### config.mk
export PLATFORM = sky130hd
export DESIGN_NAME = uart_tx_fifo
export DESIGN_NICKNAME = d
export VERILOG_FILES = /design/src/rtl/uart_tx_fifo.sv
export SDC_FILE = /design/constraint.sdc
export NUM_CORES = 1
export LEC_CHECK = 0
export ABC_AREA = 1
export CELL_PAD_IN_SITES_DETAIL_PLACEMENT = 1
export CELL_PAD_IN_SITES_GLOBAL_PLACEMENT = 2
export CORE_MARGIN = 8
export CORE_UTILIZATION = 44
export CTS_CLUSTER_DIAMETER = 120
export DETAILED_ROUTE_END_ITERATION = 10
export PLACE_DENSITY = 0.93
export REMOVE_ABC_BUFFERS = 1
export SYNTH_ARGS = -nofsm -noshare
export SYNTH_HDL_FRONTEND = slang
export SYNTH_SLANG_ARGS = --single-unit
### constraint.sdc
create_clock -name clk -period 4.2 [get_ports clk]
set_input_delay 0.84 -clock clk [delete_from_list [all_inputs] [get_ports clk]]
set_output_delay 0.84 -clock clk [all_outputs]
set_load 0.005 [all_outputs]
### src/rtl/uart_tx_fifo.sv
// Byte FIFO between uart_rx and uart_tx: buffers write strobes and launches bytes
// on baud ticks through a start/busy handshake with a small launch FSM.
module uart_tx_fifo #(
  parameter int DEPTH  = 16,
  parameter int ADDR_W = 4
) (
  input  logic              clk,
  input  logic              rst,
  input  logic [7:0]        wr_data,
  input  logic              wr_valid,
  input  logic              tick,
  input  logic              tx_busy,
  output logic              tx_start,
  output logic [7:0]        tx_data,
  output logic              full,
  output logic              empty,
  output logic [ADDR_W:0]   count,
  output logic              overflow,
  output logic [1:0]        fsm_state
);

  // Handshake: wr_valid is a one-clk strobe with no back-pressure (dropped and
  // flagged by overflow when full); tx_start is a one-clk request, tx_busy high
  // means uart_tx owns the byte, and no new launch happens until it falls.
  typedef enum logic [1:0] {
    IDLE  = 2'd0,
    START = 2'd1,
    ACK   = 2'd2,
    DRAIN = 2'd3
  } state_t;

  localparam logic [ADDR_W:0] DEPTH_C = DEPTH[ADDR_W:0];
  localparam logic [ADDR_W:0] ONE_C   = {{ADDR_W{1'b0}}, 1'b1};

  state_t            state_q, state_d;
  logic              ack_tick_q, ack_tick_d;
  logic [ADDR_W-1:0] wr_ptr_q, wr_ptr_d;
  logic [ADDR_W-1:0] rd_ptr_q, rd_ptr_d;
  logic [ADDR_W:0]   count_q, count_d;
  logic              full_q, full_d;
  logic              empty_q, empty_d;
  logic              overflow_q, overflow_d;
  logic [7:0]        tx_data_q, tx_data_d;
  logic [7:0]        mem_q [DEPTH];
  logic              push;
  logic              pop;

  // State register
  always_ff @(posedge clk or posedge rst) begin
    if (rst) begin
      state_q    <= IDLE;
      ack_tick_q <= 1'b0;
    end else begin
      state_q    <= state_d;
      ack_tick_q <= ack_tick_d;
    end
  end

  // Next-state logic; ACK gives up after the second tick without busy
  always_comb begin
    state_d    = state_q;
    ack_tick_d = ack_tick_q;
    case (state_q)
      IDLE: begin
        if (tick && !empty_q && !tx_busy) state_d = START;
      end
      START: begin
        state_d    = ACK;
        ack_tick_d = 1'b0;
      end
      ACK: begin
        if (tx_busy) begin
          state_d = DRAIN;
        end else if (tick) begin
          if (ack_tick_q) state_d = IDLE;
          else            ack_tick_d = 1'b1;
        end
      end
      DRAIN: begin
        if (!tx_busy) state_d = IDLE;
      end
      default: state_d = IDLE;
    endcase
  end

  // Output logic
  always_comb begin
    tx_start  = (state_q == START);
    fsm_state = state_q;
  end

  assign pop  = (state_q == IDLE) && tick && !empty_q && !tx_busy;
  assign push = wr_valid && (!full_q || pop);

  always_comb begin
    wr_ptr_d   = push ? wr_ptr_q + 1'b1 : wr_ptr_q;
    rd_ptr_d   = pop  ? rd_ptr_q + 1'b1 : rd_ptr_q;
    tx_data_d  = pop  ? mem_q[rd_ptr_q] : tx_data_q;
    overflow_d = wr_valid && full_q && !pop;
    count_d    = count_q;
    if (push && !pop)      count_d = count_q + ONE_C;
    else if (pop && !push) count_d = count_q - ONE_C;
    full_d     = (count_d == DEPTH_C);
    empty_d    = (count_d == '0);
  end

  always_ff @(posedge clk or posedge rst) begin
    if (rst) begin
      wr_ptr_q   <= '0;
      rd_ptr_q   <= '0;
      count_q    <= '0;
      full_q     <= 1'b0;
      empty_q    <= 1'b1;
      overflow_q <= 1'b0;
      tx_data_q  <= 8'h00;
    end else begin
      wr_ptr_q   <= wr_ptr_d;
      rd_ptr_q   <= rd_ptr_d;
      count_q    <= count_d;
      full_q     <= full_d;
      empty_q    <= empty_d;
      overflow_q <= overflow_d;
      tx_data_q  <= tx_data_d;
    end
  end

  // Storage needs no reset: occupancy is tracked by the pointers and count
  always_ff @(posedge clk) begin
    if (push) mem_q[wr_ptr_q] <= wr_data;
  end

  assign tx_data  = tx_data_q;
  assign full     = full_q;
  assign empty    = empty_q;
  assign count    = count_q;
  assign overflow = overflow_q;

endmodule

==> reports/metrics.csv <==
metric,value,unit
sequential power share,0.394,
Setup WS pre-CTS,0.8973,ns
clock sinks,155,
worst path required time,4.26,ns
Clock Pin Slew Worst Setup and Hold Paths,0.06,ns
Worst R2R End,mem_q[4][3]$_DFFE_PP_,
Clk network pwr share,0.308,
largest family of logic cells by synthesized area,simple AND/OR/NAND/NOR gates,
synthesized area,6584,um2
Vias,4236,
mux contribution to synthesized area,0,
post-route ant nets,0,
worst path arrival time,2.92,ns
Worst Path Max Fanout,12,
FF-to-FF path depth,5,
Final GP Congestion,0.8332,
clock period minus final worst setup slack,2.862,ns
worst setup path class,input port to flop,
final setup TNS,0,ns
area share of fa/ha/maj cells after synthesis,0.01330,
CP Launch Point,tick,
critical path endpoint,mem_q[4][3]$_DFFE_PP_,
fill cell count,1495,
Num CTS Buffers,17,
Root Buffer,clkbuf_16,
Initial DRC Count,414,
H-tree Lvls,4,
Synth Area in XOR/XNOR,0.01577,
FF/Latch Area,4523,um2
Fin. Hold Viols,0,
startpoint types,input port,
VDD IR max,0.0004020,V
Internal,3.588,mW
RSZ-0062 raised after global routing,no,
layout net count,598,
final instance area,7610,um2
status,"finished, final reports clean",
Routed WL per cell,22.03,um
Final setup viols,0,
Tot GR Track Use,0.1791,
port bufs,31,
CTS hold repair buffers,0,
Multi-input gate area,1790,um2
worst-case clock buffer depth,2,
normalized max-slew margin,0.2635,
area grow syn2layout,15.58,%
Levels on crit path,7,
reg2reg setup slack,1.78,ns
PD cells,723.9,nW/um2
worst path bufs/invs,2,
Setup crit end kind,flop,
Post-Syn Instances,555,
Antenna diodes,0,
sw frac,0.3487,
Yosys warning total,0,
"flops & latches, synth",155,
area of the die,19130,um2
CP max stage delay,0.60,ns
MaxCap Viol Count,0,
pin count of the biggest net entering global routing,68,
Synth Area per Inst,11.86,um2
DRT Pass-1 Iters,4,
number of global-route vias before repair,4687,
Die X,138.3,um
post-synthesis sequential area ratio,0.6866,
Die Ht,138.3,um
first-pass GRT wire length,26550,um
Simple-Gate Fraction of Synth Area,0.1517,
Synth Area in Compound Gates,0.09122,
Initial Util,0.4513,
CTS tree,yes,
final wirelength,17080,um
Logic pwr share,0.298,
antenna violations before repair,0,
worst path cell trace,clkdlybuf4s50_1 > inv_1 > nor2_4 > nand3_4 > a21oi_4 > nand2_1 > nor2_1,
worst skew pair latency,0.43,ns
reg-to-reg critical path startpoint,fsm_state[1]$_DFFE_PP0P_,
Hold/Removal Path Class,flop to flop,
Slew Limit Fails,0,
Final period util,0.6815,
row count,44,
net switching power,1.921,mW
dpl hpwl,11100,um
layout cell share with drive strength beyond 1,0.09645,
Fin Clk Skew,0.007061,ns
post-DR vias/cell,5.466,
Yosys cell types,33,
placed cell area,6955,um2
worst slew pin tran,1.105,ns
GRT overflow,0,
f_max,349.4,MHz
CP top delay family,simple AND/OR/NAND/NOR gates,
P_leak,2.717,nW
Core ar.,14590,um2
setup bufs post-CTS,0,
fin worst setup slack,1.338,ns
Post-CTS Resized,0,
I/O pin cnt,32,
DRC,0,
critical path's slowest cell,nor2_1,
[layout make-up]
cell class | instances | share of cell area
Clock buffer | 18 | 0.05640
Inverter | 25 | 0.01233
Timing Repair Buffer | 32 | 0.04176
Multi-Input combinational cell | 347 | 0.2353
Tap cell | 184 | 0.03025
Sequential cell | 155 | 0.5944
Clock inverter | 14 | 0.02960
[worst min-delay path, stage by stage, from the launching register on]
cell,delay [ns]
dfrtp_1,0.34
nand2_1,0.06
nand2_1,0.06
[flip-flops by register name, summed over array words and instances (netlist names)]
| name | cells |
|---|---|
| ack_tick_q | 1 |
| count | 5 |
| empty | 1 |
| fsm_state | 2 |
| full | 1 |
| mem_q | 128 |
| overflow | 1 |
| rd_ptr_q | 4 |
| tx_data | 8 |
| wr_ptr_q | 4 |
[stage by stage]
step	hold slack [ns]	std cells	utilization	total power, mW
global placement	0.4855	743	0.4768	3.755
global route	0.5263	775	0.5216	5.789
finish	0.4863	775	0.5216	5.509
CTS	0.4887	775	0.5216	5.553
floorplan	0.4630	527	-	3.116
detailed placement	0.4722	743	0.4768	3.832
[cells in the mapped netlist]
cell type	count	share of area
edfxtp_1	128	0.58
nor2_1	115	0.066
nand2_1	69	0.039
o21ai_0	47	0.036
o211ai_1	32	0.036
dfrtp_1	26	0.099
nand3_1	23	0.017
o21ai_1	19	0.014
inv_1	18	0.010
buf_2	10	0.0076
xor2_1	10	0.013
clkbuf_1	7	0.0040
ha_1	7	0.013
buf_6	6	0.010
inv_2	5	0.0029
nor2_2	5	0.0048
buf_4	4	0.0046
nand2_2	4	0.0038
clkinv_1	2	0.0011
nand3_2	2	0.0030
nand3_4	2	0.0053
nand4_1	2	0.0019
nor2_4	2	0.0034
a211oi_1	1	0.0011
a21oi_4	1	0.0025
a31oi_1	1	0.00095
and2_4	1	0.0013
clkbuf_2	1	0.00076
dfstp_2	1	0.0040
nand4_2	1	0.0019
nor2_8	1	0.0030
nor3_1	1	0.00076
xor2_2	1	0.0025
[power groups by stage]
stage	clock network, mW	logic [mW]	registers, mW
final	1.70	1.64	2.17
after global routing	1.76	1.82	2.21
after CTS	1.71	1.67	2.17
after detailed placement	0	1.63	2.20
after global placement	0	1.57	2.19
after floorplan	0	0.947	2.17
[placed cells by master (no fill, tap or decap), types with 2 or more instances in the layout]
master,count
dfrtp_2,2
clkinvlp_4,2
edfxtp_1,128
bufinv_16,6
ha_1,7
nand3_4,2
inv_2,5
o211ai_1,32
clkdlybuf4s50_1,31
nand3_1,23
o21ai_1,19
clkbuf_16,17
nand3_2,2
inv_1,18
xor2_1,10
o21ai_0,47
clkinv_2,2
nand2_1,69
nand4_1,2
nor2_4,2
nor2_2,5
nand2_2,4
nor2_1,115
clkinv_1,5
dfrtp_1,24
[cells by family after synthesis]
| group | after synthesis |
|---|---|
| AOI/OAI and AO/OA | 101 |
| xor gates and xnor gates | 11 |
| adders and majority gates | 7 |
| buffers and inverters | 53 |
| DFF | 155 |
| and+or+nand+nor | 228 |
[layer usage]
layer	share of wire	track usage	vias up
met5	0	0	-
met4	0.020	0.06865	0
met3	0.041	0.03767	26
met2	0.52	0.3089	95
met1	0.42	0.2147	2127
li1	-	-	1988
[worst min path at each step]
stage / from / endpoint / slack (ns) / cells after the start
final: tx_data[5]$_DFFE_PP0P_ / tx_data[5]$_DFFE_PP0P_ / 0.49 / 2
after global routing: tx_data[4]$_DFFE_PP0P_ / tx_data[4]$_DFFE_PP0P_ / 0.53 / 2
after CTS: tx_data[4]$_DFFE_PP0P_ / tx_data[4]$_DFFE_PP0P_ / 0.49 / 2
after detailed placement: tx_data[4]$_DFFE_PP0P_ / tx_data[4]$_DFFE_PP0P_ / 0.47 / 2
after global placement: tx_data[2]$_DFFE_PP0P_ / tx_data[2]$_DFFE_PP0P_ / 0.49 / 2
after floorplan: ack_tick_q$_DFFE_PP0P_ / ack_tick_q$_DFFE_PP0P_ / 0.46 / 2
Power figures use the tool's default switching activity.
